==> src/rtl/core_pkg.sv <==
// Shared fetch-stage definitions: FSM state encoding, the canonical NOP and
// instruction size.
package core_pkg;

  localparam int unsigned INSTR_BYTES = 4;
  localparam logic [31:0] NOP_INSTR   = 32'h0000_0013;

  localparam logic [1:0] ST_IDLE  = 2'd0;
  localparam logic [1:0] ST_REQ   = 2'd1;
  localparam logic [1:0] ST_WAIT  = 2'd2;
  localparam logic [1:0] ST_DRAIN = 2'd3;

  typedef enum logic [1:0] {
    IDLE  = ST_IDLE,
    REQ   = ST_REQ,
    WAIT  = ST_WAIT,
    DRAIN = ST_DRAIN
  } fetch_state_t;

  function automatic logic [31:0] word_align(input logic [31:0] addr);
    return addr & ~(32'(INSTR_BYTES) - 32'd1);
  endfunction

endpackage

==> src/rtl/fetch_skid_buf.sv <==
// One-entry holding register for a fetched instruction that arrives while
// IF/ID is stalled. Clear wins over load, load wins over pop.
module fetch_skid_buf (
  input  logic        clk,
  input  logic        rst_n,
  input  logic        load_i,
  input  logic        pop_i,
  input  logic        clear_i,
  input  logic [31:0] pc_i,
  input  logic [31:0] instr_i,
  output logic        valid_o,
  output logic [31:0] pc_o,
  output logic [31:0] instr_o
);

  logic        valid_q, valid_d;
  logic [31:0] pc_q, pc_d;
  logic [31:0] instr_q, instr_d;

  always_comb begin
    valid_d = valid_q;
    pc_d    = pc_q;
    instr_d = instr_q;
    if (clear_i) begin
      valid_d = 1'b0;
    end else if (load_i) begin
      valid_d = 1'b1;
      pc_d    = pc_i;
      instr_d = instr_i;
    end else if (pop_i) begin
      valid_d = 1'b0;
    end
  end

  always_ff @(posedge clk) begin
    if (!rst_n) begin
      valid_q <= 1'b0;
      pc_q    <= 32'h0;
      instr_q <= 32'h0;
    end else begin
      valid_q <= valid_d;
      pc_q    <= pc_d;
      instr_q <= instr_d;
    end
  end

  assign valid_o = valid_q;
  assign pc_o    = pc_q;
  assign instr_o = instr_q;

endmodule

==> src/rtl/fetch_sequencer.sv <==
// Instruction-fetch sequencer: runs the imem req/gnt/rvalid handshake, drives the
// PC register load and presents fetched words to IF/ID via a one-entry skid buffer.
//
// state | meaning
// IDLE  | single settling cycle after reset release
// REQ   | request at pc while skid is empty; held until granted
// WAIT  | one request outstanding, its response is live
// DRAIN | one request outstanding, its response is stale and dropped
module fetch_sequencer #(
  parameter logic [31:0] RESET_PC  = 32'h0000_0000,
  parameter logic [31:0] NOP_INSTR = core_pkg::NOP_INSTR
) (
  input  logic        clk,
  input  logic        rst_n,
  input  logic [31:0] pc,
  output logic [31:0] pc_next,
  output logic        pc_en,
  output logic        imem_req,
  output logic [31:0] imem_addr,
  input  logic        imem_gnt,
  input  logic        imem_rvalid,
  input  logic [31:0] imem_rdata,
  input  logic        stall_i,
  input  logic        redirect_valid,
  input  logic [31:0] redirect_target,
  output logic        if_valid,
  output logic [31:0] if_pc,
  output logic [31:0] if_instr
);
  import core_pkg::*;

  fetch_state_t state_q, state_d;
  logic [31:0]  req_pc_q, req_pc_d;
  logic         if_valid_q, if_valid_d;
  logic [31:0]  if_pc_q, if_pc_d;
  logic [31:0]  if_instr_q, if_instr_d;

  logic         skid_valid, skid_load, skid_pop, skid_clear;
  logic [31:0]  skid_pc, skid_instr;
  logic         redirect, granted, resp_live, out_free;

  assign redirect  = redirect_valid && (state_q != IDLE);
  assign imem_req  = (state_q == REQ) && !skid_valid;
  assign imem_addr = pc;
  assign granted   = imem_req && imem_gnt;
  assign resp_live = (state_q == WAIT) && imem_rvalid;
  assign out_free  = !if_valid_q || !stall_i;

  always_comb begin
    state_d    = state_q;
    req_pc_d   = req_pc_q;
    pc_en      = 1'b0;
    pc_next    = pc + 32'(INSTR_BYTES);
    if_valid_d = if_valid_q;
    if_pc_d    = if_pc_q;
    if_instr_d = if_instr_q;
    skid_load  = 1'b0;
    skid_pop   = 1'b0;
    skid_clear = 1'b0;

    case (state_q)
      IDLE:  state_d = REQ;
      REQ: begin
        if (granted) begin
          req_pc_d = pc;
          pc_en    = 1'b1;
          state_d  = WAIT;
        end
      end
      WAIT:  if (imem_rvalid) state_d = REQ;
      DRAIN: if (imem_rvalid) state_d = REQ;
      default: state_d = IDLE;
    endcase

    // A redirect coinciding with the response retires it, so only a request
    // still in flight needs DRAIN.
    if (redirect) begin
      pc_en      = 1'b1;
      pc_next    = word_align(redirect_target);
      if_valid_d = 1'b0;
      if_instr_d = NOP_INSTR;
      skid_clear = 1'b1;
      if (granted || ((state_q == WAIT) && !imem_rvalid)) state_d = DRAIN;
    end else if (out_free) begin
      if (skid_valid) begin
        if_valid_d = 1'b1;
        if_pc_d    = skid_pc;
        if_instr_d = skid_instr;
        skid_pop   = 1'b1;
      end else if (resp_live) begin
        if_valid_d = 1'b1;
        if_pc_d    = req_pc_q;
        if_instr_d = imem_rdata;
      end else begin
        if_valid_d = 1'b0;
        if_instr_d = NOP_INSTR;
      end
    end else if (resp_live) begin
      skid_load = 1'b1;
    end
  end

  always_ff @(posedge clk) begin
    if (!rst_n) begin
      state_q    <= IDLE;
      req_pc_q   <= RESET_PC;
      if_valid_q <= 1'b0;
      if_pc_q    <= RESET_PC;
      if_instr_q <= NOP_INSTR;
    end else begin
      state_q    <= state_d;
      req_pc_q   <= req_pc_d;
      if_valid_q <= if_valid_d;
      if_pc_q    <= if_pc_d;
      if_instr_q <= if_instr_d;
    end
  end

  fetch_skid_buf u_skid (
    .clk     (clk),
    .rst_n   (rst_n),
    .load_i  (skid_load),
    .pop_i   (skid_pop),
    .clear_i (skid_clear),
    .pc_i    (req_pc_q),
    .instr_i (imem_rdata),
    .valid_o (skid_valid),
    .pc_o    (skid_pc),
    .instr_o (skid_instr)
  );

  assign if_valid = if_valid_q;
  assign if_pc    = if_pc_q;
  assign if_instr = if_instr_q;

  // rvalid in REQ means memory answered with nothing outstanding. IDLE is exempt:
  // a response to a request issued before reset may still land there.
  always @(posedge clk) begin
    if (rst_n && (state_q == REQ)) assert (!imem_rvalid);
  end

endmodule

==> config.mk <==
export PLATFORM = sky130hd
export DESIGN_NAME = fetch_sequencer
export DESIGN_NICKNAME = d
export VERILOG_FILES = /design/src/rtl/core_pkg.sv /design/src/rtl/fetch_skid_buf.sv /design/src/rtl/fetch_sequencer.sv
export SDC_FILE = /design/constraint.sdc
export NUM_CORES = 1
export LEC_CHECK = 0
export ABC_CLOCK_PERIOD_IN_PS = 1700
export BUFFER_PORTS_ARGS = -buffer_cell sky130_fd_sc_hd__buf_4
export CAP_MARGIN = 20
export CORE_ASPECT_RATIO = 1.4
export CORE_UTILIZATION = 47
export CTS_BUF_LIST = sky130_fd_sc_hd__clkbuf_16
export DETAILED_ROUTE_END_ITERATION = 10
export HOLD_SLACK_MARGIN = 0.15
export PLACE_DENSITY_LB_ADDON = 0.25
export SYNTH_ARGS = -nofsm -noshare
export SYNTH_HDL_FRONTEND = slang
export SYNTH_HIERARCHICAL = 1
export SYNTH_SLANG_ARGS = --single-unit
export TNS_END_PERCENT = 20
==> constraint.sdc <==
create_clock -name clk -period 1.7 [get_ports clk]
set_input_delay 0.085 -clock clk [delete_from_list [all_inputs] [get_ports clk]]
set_output_delay 0.085 -clock clk [all_outputs]
set_load 0.02 [all_outputs]
Word level (Yosys, flattened, before mapping)
Index checks and enable logic that the tools add are counted.
{"block": "word_totals", "romBits": 0, "mem_bits_rw": 0, "output_inout_bits": 131, "regBits": 164, "mem_count": 0, "latchBits": 0, "in_bits": 102}
{"block": "op_classes", "n_bitwise": 3, "n_mux": 23, "div_mod_pow": 0, "n_addsub": 1, "shifts": 0, "order_cmp": 0, "mul": 0, "eq_ne": 3, "reduce_logical": 21}
{"op": "2-to-1 mux 32 bit", "n": 5}
{"op": "adder 32 x 3 -> 32 bit, second input constant", "n": 1}
{"op": "2-to-1 mux 1 bit", "n": 13}
{"op": "2-to-1 mux 2 bit", "n": 4}
{"op": "case mux 2 bit (3 select lines)", "n": 1}
{"op": "nonzero test 2 bit", "n": 3}
{"op": "OR reduction 2 bit", "n": 3}
{"op": "logical AND 1 bit", "n": 5}
{"op": "== test 2 bit, second input constant", "n": 2}
{"op": "zero test 1 bit", "n": 4}
{"op": "AND reduction 2 bit", "n": 2}
{"op": "inverter 1 bit", "n": 3}
{"op": "AND reduction 3 bit", "n": 1}
{"op": "== test 2 x 1 -> 1 bit, second input constant", "n": 1}
{"op": "zero test 2 bit", "n": 1}
{"op": "logical OR 1 bit", "n": 2}

Depth between registers and ports, before layout
Gate-level depths: netlist (run 1).
{"block": "depth", "depth_word": 7, "depth_mapped": 8}

By module
The synthesis (run 1) kept the hierarchy.
{"mod": "fetch_sequencer", "cells_each": 650, "area_per_inst_um2": 5336.4, "n_inst": 1}
{"mod": "fetch_skid_buf", "cells_each": 282, "area_per_inst_um2": 2670.1, "n_inst": 1}

Worst setup path before layout (run 1)
OpenSTA, ideal clock, no wires.
{"block": "synth_path", "kind": "flip-flop to flip-flop", "startpoint": "register u_skid.valid_q (netlist: u_skid/valid_o)", "endpoint": "register req_pc_q[2]", "stages_incl_launch_ff": 8, "t_required_ns": 1.624, "n_path_buf": 3, "period_less_slack_ns": 1.892, "arrival_time_ns": 1.817, "slack_ns": -0.192, "cell_sequence": "dfxtp_1 -> buf_2 -> nor3b_1 -> and2_1 -> clkbuf_1 -> buf_2 -> nand2_1 -> a21boi_0"}
{"block": "synth_via", "elab_chain_cells": 4}
{"element": "from (decl)", "line": "fetch_skid_buf.sv:16", "source": "logic valid_q, valid_d;"}
{"element": "from (signal assigned)", "line": "fetch_skid_buf.sv:41", "source": "valid_q <= valid_d;"}
{"element": "zero test 1 bit", "line": "fetch_sequencer.sv:43", "source": "assign imem_req = (state_q == REQ) && !skid_valid;"}
{"element": "logical AND 1 bit", "line": "fetch_sequencer.sv:43"}
{"element": "via imem_req", "line": "fetch_sequencer.sv:18", "source": "output logic imem_req,"}
{"element": "logical AND 1 bit", "line": "fetch_sequencer.sv:45", "source": "assign granted = imem_req && imem_gnt;"}
{"element": "AND reduction 2 bit (no source line)"}
{"element": "to (signal assigned)", "line": "fetch_sequencer.sv:112", "source": "req_pc_q <= req_pc_d;"}
{"element": "to (decl)", "line": "fetch_sequencer.sv:33", "source": "logic [31:0] req_pc_q, req_pc_d;"}
The timed path passes the listed nets, and every way through them passes these cells.
A chain may end at the register's enable or synchronous reset.

Final worst setup path (run 1)
{"block": "layout_path", "startpoint": "register state_q[0]", "endpoint": "register u_skid.instr_q[15] (netlist: u_skid/instr_o[15])"}
{"block": "layout_via", "elab_chain_cells": 6, "word_cells_on_any_way": 10}
{"element": "from (decl)", "line": "fetch_sequencer.sv:32", "source": "fetch_state_t state_q, state_d;"}
{"element": "from (signal assigned)", "line": "fetch_sequencer.sv:111", "source": "state_q <= state_d;"}
{"element": "== test 2 bit", "line": "fetch_sequencer.sv:46", "source": "assign resp_live = (state_q == WAIT) && imem_rvalid;"}
{"element": "logical AND 1 bit", "line": "fetch_sequencer.sv:46"}
{"element": "2-to-1 mux 1 bit", "line": "fetch_sequencer.sv:98", "source": "end else if (resp_live) begin"}
{"element": "2-to-1 mux 1 bit", "line": "fetch_sequencer.sv:84", "source": "end else if (out_free) begin"}
{"element": "2-to-1 mux 1 bit", "line": "fetch_sequencer.sv:77", "source": "if (redirect) begin"}
{"element": "AND reduction 2 bit (no source line) *"}
{"element": "to (signal assigned)", "line": "fetch_skid_buf.sv:43", "source": "instr_q <= instr_d;"}
{"element": "to (decl)", "line": "fetch_skid_buf.sv:18", "source": "logic [31:0] instr_q, instr_d;"}
Mark *: on every way between the ends. The rest lies on a longest branch, timed or not.

==> results of run 1 <==
[cells in the mapped netlist, types with 4 or more instances]
| cell type | count |
|---|---|
| or3_1 | 8 |
| xnor2_1 | 4 |
| buf_12 | 7 |
| a21boi_0 | 33 |
| nand3_1 | 14 |
| and2_1 | 7 |
| o31ai_1 | 6 |
| o221a_2 | 32 |
| o21ai_0 | 18 |
| a221oi_1 | 29 |
| nand2_1 | 256 |
| a31oi_1 | 14 |
| buf_4 | 35 |
| and4_1 | 5 |
| mux2i_1 | 96 |
| nand4_1 | 10 |
| clkbuf_1 | 42 |
| dfxtp_1 | 164 |
| buf_2 | 25 |
| nor2_1 | 45 |
| nor3_1 | 31 |
| or4_1 | 9 |
| xor2_1 | 8 |
[timing repair]
item                       4_1_cts  5_1_grt
hold endpoints to repair       128        0
setup endpoints to repair      110      117
setup buffers                    6        4
gates cloned                     5        2
hold buffers                    70        0
resized for setup               26       20
pin swaps                        8        0
[registers in the layout, summed over array words and instances, names as in the netlist]
| signal | flops |
|---|---|
| if_instr | 32 |
| state_q | 2 |
| u_skid/valid_o | 1 |
| req_pc_q | 32 |
| if_valid | 1 |
| if_pc | 32 |
| u_skid/pc_o | 32 |
| u_skid/instr_o | 32 |
[metal layers]
metal  GRT usage, %  vias up  wire length (um)
li1               -     3778                 -
met1          29.42     3596              9523
met2          46.17      281             11600
met3          4.222       32              1174
met4          6.984        0               447
met5              0        -                 0
[worst max-delay path: cells and delay by family (launching register included)]
kind,cells,cell delay (ns)
buf+inv,7,0.94
compound gates,1,0.19
flops,1,0.33
mux,1,0.20
simple gates,1,0.20
[cells by family (layout without fill, tap and decap cells)]
family                   count (synthesis)  in the layout
AO/OA/AOI/OAI                          144            144
XOR/XNOR                                12             12
adder cells (fa/ha/maj)                  1              1
buffers and inverters                  116            401
flip-flops                             164            164
multiplexers                            97             97
AND/OR/NAND/NOR                        398            398
[layout make-up]
type / instances / area share [%]
Tap cell: 203 / 2.212
Clock inverter: 14 / 1.536
Sequential cell: 164 / 28.64
Inverter: 4 / 0.1525
Multi-Input combinational cell: 652 / 35.57
Timing Repair Buffer: 366 / 28.18
Clock buffer: 17 / 3.705
[stage by stage]
stage	std cells	TNS (ns)	util, %	hold WS, ns	worst slack (ns)
final	1420	-11.79	68.86	0.1753	-0.2229
after global routing	1420	-18.15	68.86	0.1971	-0.2774
after CTS	1414	-10.69	68.22	0.1537	-0.2302
after detailed placement	1302	-7.146	58.67	0.3549	-0.1221
after global placement	1301	-11.86	58.58	0.3370	-0.3118
after floorplan	932	-11.54	-	0.2088	-0.1870
[worst max-delay path by stage]
stage / endpoint
floorplan: u_skid/instr_o[0]
global placement: if_instr[3]
detailed placement: u_skid/pc_o[21]
CTS: pc_next[16]
global route: pc_next[16]
finish: u_skid/instr_o[15]
[report_power, final]
part	total, mW	internal, mW	switching [mW]
clock network	3.91	2.32	1.59
logic	1.37	0.670	0.701
registers	3.95	3.90	0.0466
total	9.23	6.89	2.34
==> flow_summary.yaml, run 1 <==
run_status:
  outcome: "finished with violations"
  violations: "design-rule violations, negative setup slack"
sta:
  hold_violations: 0
  tightest_slew_ns: 0.4209
  setup_viol_count_final: 95
  rsz0062_at_grt: "yes"
  max_freq_mhz: 520.1
  fin_crit_ns: 1.923
  slew_headroom_pct: 71.87
  fin_crit_sh_pct: 113.1
  slew_violations: 0
  fin_ws_ns: -0.2229
  fin_worst_skew_ns: 0.008995
floorplan:
  ios: 233
  dieArea_sq_um: 17570
  die_w_um: 112.3
  die_h_um: 156.4
  core_sq_um: 16680
  num_rows: 56
  start_util_pct: 48.01
power_and_ir_drop:
  leakagePower_nw: 4.754
  p_per_area_nw_per_um2: 803.8
  power_mw: 9.231
  ir_drop_mv: 0.6941
layout:
  n_fill_cell: 1334
  final_cell_mix: "buf_4, nand2_1, dfxtp_1"
  multi_input_area_sq_um: 4085
  syn2layout_area_growth_pct: 43.43
  drive_gt1_share_pct: 31.39
  layout.nets: 1308
  final_cell_area_sq_um: 11480
  register_area_sq_um: 3289
  diodes: 0
  final_common_cell: "buf_4"
yosys:
  netlist_area_sq_um: 8006
  synth-simple-area-share_pct: 21.74
  synth.area.top_cells: "dfxtp_1, mux2i_1, nand2_1, o221a_2, buf_4"
  synth-compound-area-share_pct: 14.66
  synthXorXnorAreaFrac_pct: 1.313
  ys_async_sr_fraction_pct: 0
  synthCells: 932
  synth_top_family_by_area: "simple AND/OR/NAND/NOR gates"
  ys_ff_latch: 164
  ys.flop_type: "dfxtp_1"
  post_synth_num_cell_types: 45
  postSynthAreaPerCell_sq_um: 8.591
  synth_mux_area_share_pct: 12.14
  synth_fa_ha_area_share_pct: 0.1563
  yosys_warnings: 6
  syn_nets: 1035
  ys_seq_area_share_pct: 41.01
  synth_edf_count: 0
  synth_top_cell_by_area: "dfxtp_1"
  netlist.area_leader.share_pct: 41.01
critical_path:
  r2r-start: "state_q[0]"
  crit_chain: "buf_6, o21ai_4, inv_4, buf_4, buf_4, nor2b_4, buf_4, buf_6, buf_12, mux2i_1"
  required_ns: 2.03
  worst-r2r-setup-slack_ns: -0.22
  r2r_end: "u_skid/instr_o[15]"
  path_max_fanout: 8
  worstSetupStartpointType: "flip-flop"
  reg2reg_depth: 10
  cp-startpoint: "state_q[0]"
  critPathCaptureType: "flip-flop"
  critPathMaxStageDelay_ns: 0.33
  critPathSlowestCell: "dfxtp_2"
  path_class: "flip-flop to flip-flop"
  cpMostUsedCell: "buf_4"
  arrival_ns: 2.25
clock_tree:
  cts.sinks: 164
  htree_levels: 4
  cts_root_buffer: "clkbuf_16"
  cts_made_buffers: 17
  cts_tree: "yes"
  clk_path_buf_depth: 2
  path_clk_slew_ns: 0.06
  clkLatencyLatePin_ns: 0.41
route:
  routedWlPerCell_um: 16.02
  wirelength_um: 22750
  drtPass1Iterations: 8
  num_vias: 7687
  drt_iter0_drc: 661
  drt-vias-per-instance: 5.413
  postRouteAntennaNets: 0
  drc: 14
global_routing:
  grt_pass1_vias: 7164
  gr-total-overflow: 0
  grt.total_usage_pct: 24.93
  grt_pass1_wl_um: 35520
  antenna_found_initial: 0
  grt_max_degree: 66
placement:
  io_buffer_count: 230
  gp_congestion: 0.7761
  hpwlAfterDp_um: 14170
  place_area_sq_um: 9783
worst_hold_path:
  hold_end: "if_instr[0]"
  worstHoldPathType: "input pin to flip-flop"
  hp-start: "redirect_valid"
  holdPathStages: 4
job:
  cap_violations: 0
Note: power is estimated with default switching activity, not from simulation.
==> run 2: changes to the inputs <==
==> constraint.sdc (replaced) <==
create_clock -name clk -period 1.7 [get_ports clk]
set_input_delay 0.255 -clock clk [delete_from_list [all_inputs] [get_ports clk]]
set_output_delay 0.255 -clock clk [all_outputs]
set_load 0.02 [all_outputs]
==> flow_summary.yaml, run 2 (same netlist as run 1, synthesis figures left out) <==
clock_tree:
  htree_levels: 4
  clk_path_buf_depth: 2
  path_clk_slew_ns: 0.06
  cts_root_buffer: "clkbuf_16"
  cts_tree: "yes"
  clkLatencyLatePin_ns: 0.41
  cts_made_buffers: 17
  cts.sinks: 164
power_and_ir_drop:
  combPwrFrac_pct: 17.6
  p_switching_mw: 2.330
  p_per_area_nw_per_um2: 757.6
  leakagePower_nw: 4.840
  power_frac_seq_pct: 44.5
  ir_drop_mv: 0.6221
  power_mw: 8.866
  clock_power_share_pct: 37.9
  p_int_mw: 6.536
  switching_share_pct: 26.28
route:
  num_vias: 7632
  wirelength_um: 22410
  drt_iter0_drc: 614
  drt-vias-per-instance: 5.371
  drc: 8
  postRouteAntennaNets: 0
  drtPass1Iterations: 11
  routedWlPerCell_um: 15.77
layout:
  diodes: 0
  syn2layout_area_growth_pct: 46.16
  final_common_cell: "buf_4"
  layout.nets: 1309
  final_cell_mix: "buf_4, nand2_1, dfxtp_1"
  drive_gt1_share_pct: 37.03
run_status:
  outcome: "finished with violations"
  violations: "design-rule violations, negative setup slack"
critical_path:
  arrival_ns: 1.75
  crit_end: "pc_next[16]"
  critPathMaxStageDelay_ns: 0.49
  critPathCaptureType: "primary output"
  critPathSlowestCell: "or4_4"
  worstSetupStartpointType: "flip-flop"
  worst-r2r-setup-slack_ns: 0
  reg2reg_depth: 6
  r2r_end: "u_skid/pc_o[12]"
  crit_buf_inv: 2
  cp-startpoint: "state_q[0]"
  r2r-start: "state_q[0]"
  path_class: "flip-flop to primary output"
  crit_chain: "o21ai_4, inv_4, or4_4, nand3_2, buf_6"
  crit_cells: 5
  path_max_fanout: 7
  required_ns: 1.44
  crit_family: "simple AND/OR/NAND/NOR gates"
floorplan:
  ios: 233
  die_h_um: 156.4
  core_sq_um: 16680
  num_rows: 56
  die_w_um: 112.3
  start_util_pct: 48.01
  dieArea_sq_um: 17570
worst_hold_path:
  holdPathStages: 3
  worstHoldPathType: "input pin to flip-flop"
global_routing:
  grt.total_usage_pct: 24.78
  gr-total-overflow: 0
  grt_pass1_vias: 7152
  grt_pass1_wl_um: 35150
  grt_max_degree: 68
  antenna_found_initial: 0
sta:
  tightest_slew_ns: 0.3674
  fin_worst_skew_ns: 0.009541
  max_freq_mhz: 499.9
  fin_crit_sh_pct: 117.7
  hold_violations: 0
  fin_crit_ns: 2.000
  rsz0062_at_grt: "yes"
  slew_violations: 0
  tns_ns: -6.000
  setup_viol_count_final: 34
  slew_headroom_pct: 75.30
  fin_ws_ns: -0.3003
placement:
  gp_congestion: 0.7854
  hpwlAfterDp_um: 14670
  io_buffer_count: 230
job:
  cap_violations: 0
## run 2: cell types whose count changed in the layout (fill, tap and decap cells not counted), sizes merged
cell          previous run  this run
clkinvlp                 5         2
bufbuf                   2         0
bufinv                   3         0
buf                    292       329
dlymetal6s4s             1         0
dlygate4sd3             69        36
clkinv                   2         8
nand4                   12        13
clkbuf                  19        18
## run 2: power by group through the flow
| stage | Combinational (mW) | Clock (mW) | Sequential (mW) |
|---|---|---|---|
| floorplan | 0.644 | 0 | 4.05 |
| global placement | 1.27 | 0 | 4.03 |
| detailed placement | 1.28 | 0 | 4.03 |
| CTS | 1.52 | 3.45 | 3.95 |
| global route | 1.66 | 3.62 | 3.95 |
| finish | 1.56 | 3.36 | 3.95 |
## run 2: worst register-to-register path, delay by kind of cell (launching register included)
| family | cells | cell delay [ns] |
|---|---|---|
| and+or+nand+nor | 3 | 0.60 |
| buffers and inverters | 2 | 0.41 |
| DFF | 1 | 0.34 |
| muxes | 1 | 0.27 |
## run 2: worst min-delay path by stage
| stage | startpoint | end |
|---|---|---|
| 6_report | rst_n | u_skid/instr_o[21] |
| 5_1_grt | rst_n | u_skid/instr_o[25] |
| 4_1_cts | rst_n | u_skid/instr_o[21] |
| 3_5_place_dp | u_skid/pc_o[26] | u_skid/pc_o[26] |
| 3_3_place_gp | u_skid/instr_o[25] | u_skid/instr_o[25] |
| 2_1_floorplan | redirect_valid | state_q[0] |
## run 2: per-layer routing
| layer | vias up | wire length [um] | GRT usage [%] |
|---|---|---|---|
| met5 | - | 0 | 0 |
| met4 | 0 | 314 | 7.492 |
| met3 | 21 | 1292 | 4.764 |
| met2 | 259 | 11470 | 45.31 |
| met1 | 3569 | 9327 | 29.15 |
| li1 | 3783 | - | - |
## run 2: repair_timing
action	in CTS	in global routing
hold buffers	36	0
gates cloned	4	1
resized for setup	74	36
endpoints found under the setup margin	96	64
hold endpoints to repair	59	0
buffers inserted	14	2
pin swaps	21	10
## run 2: stage by stage
| stage | worst slack, ns | hold WS (ns) | instance area [sq um] | cells | utilization, % |
|---|---|---|---|---|---|
| 6_report | -0.3003 | 0.2108 | 11700 | 1421 | 70.18 |
| 5_1_grt | -0.3574 | 0.2021 | 11700 | 1421 | 70.18 |
| 4_1_cts | -0.3289 | 0.1951 | 11580 | 1421 | 69.46 |
| 3_5_place_dp | -0.3754 | 0.4462 | 10190 | 1336 | 61.08 |
| 3_3_place_gp | -0.3862 | 0.4414 | 10190 | 1336 | 61.08 |
| 2_1_floorplan | -0.1867 | 0.3788 | 8142 | 932 | - |
## run 2: layout make-up
| type | instances | area, sq um |
|---|---|---|
| fillers | 1255 | 4974 |
| multi-input cells | 653 | 4393 |
| flip-flops and latches | 164 | 3291 |
| repair buffers | 366 | 3231 |
| clock buffers | 17 | 425.4 |
| well taps | 203 | 254.0 |
| clock inverters | 14 | 91.34 |
| inverters | 4 | 17.52 |
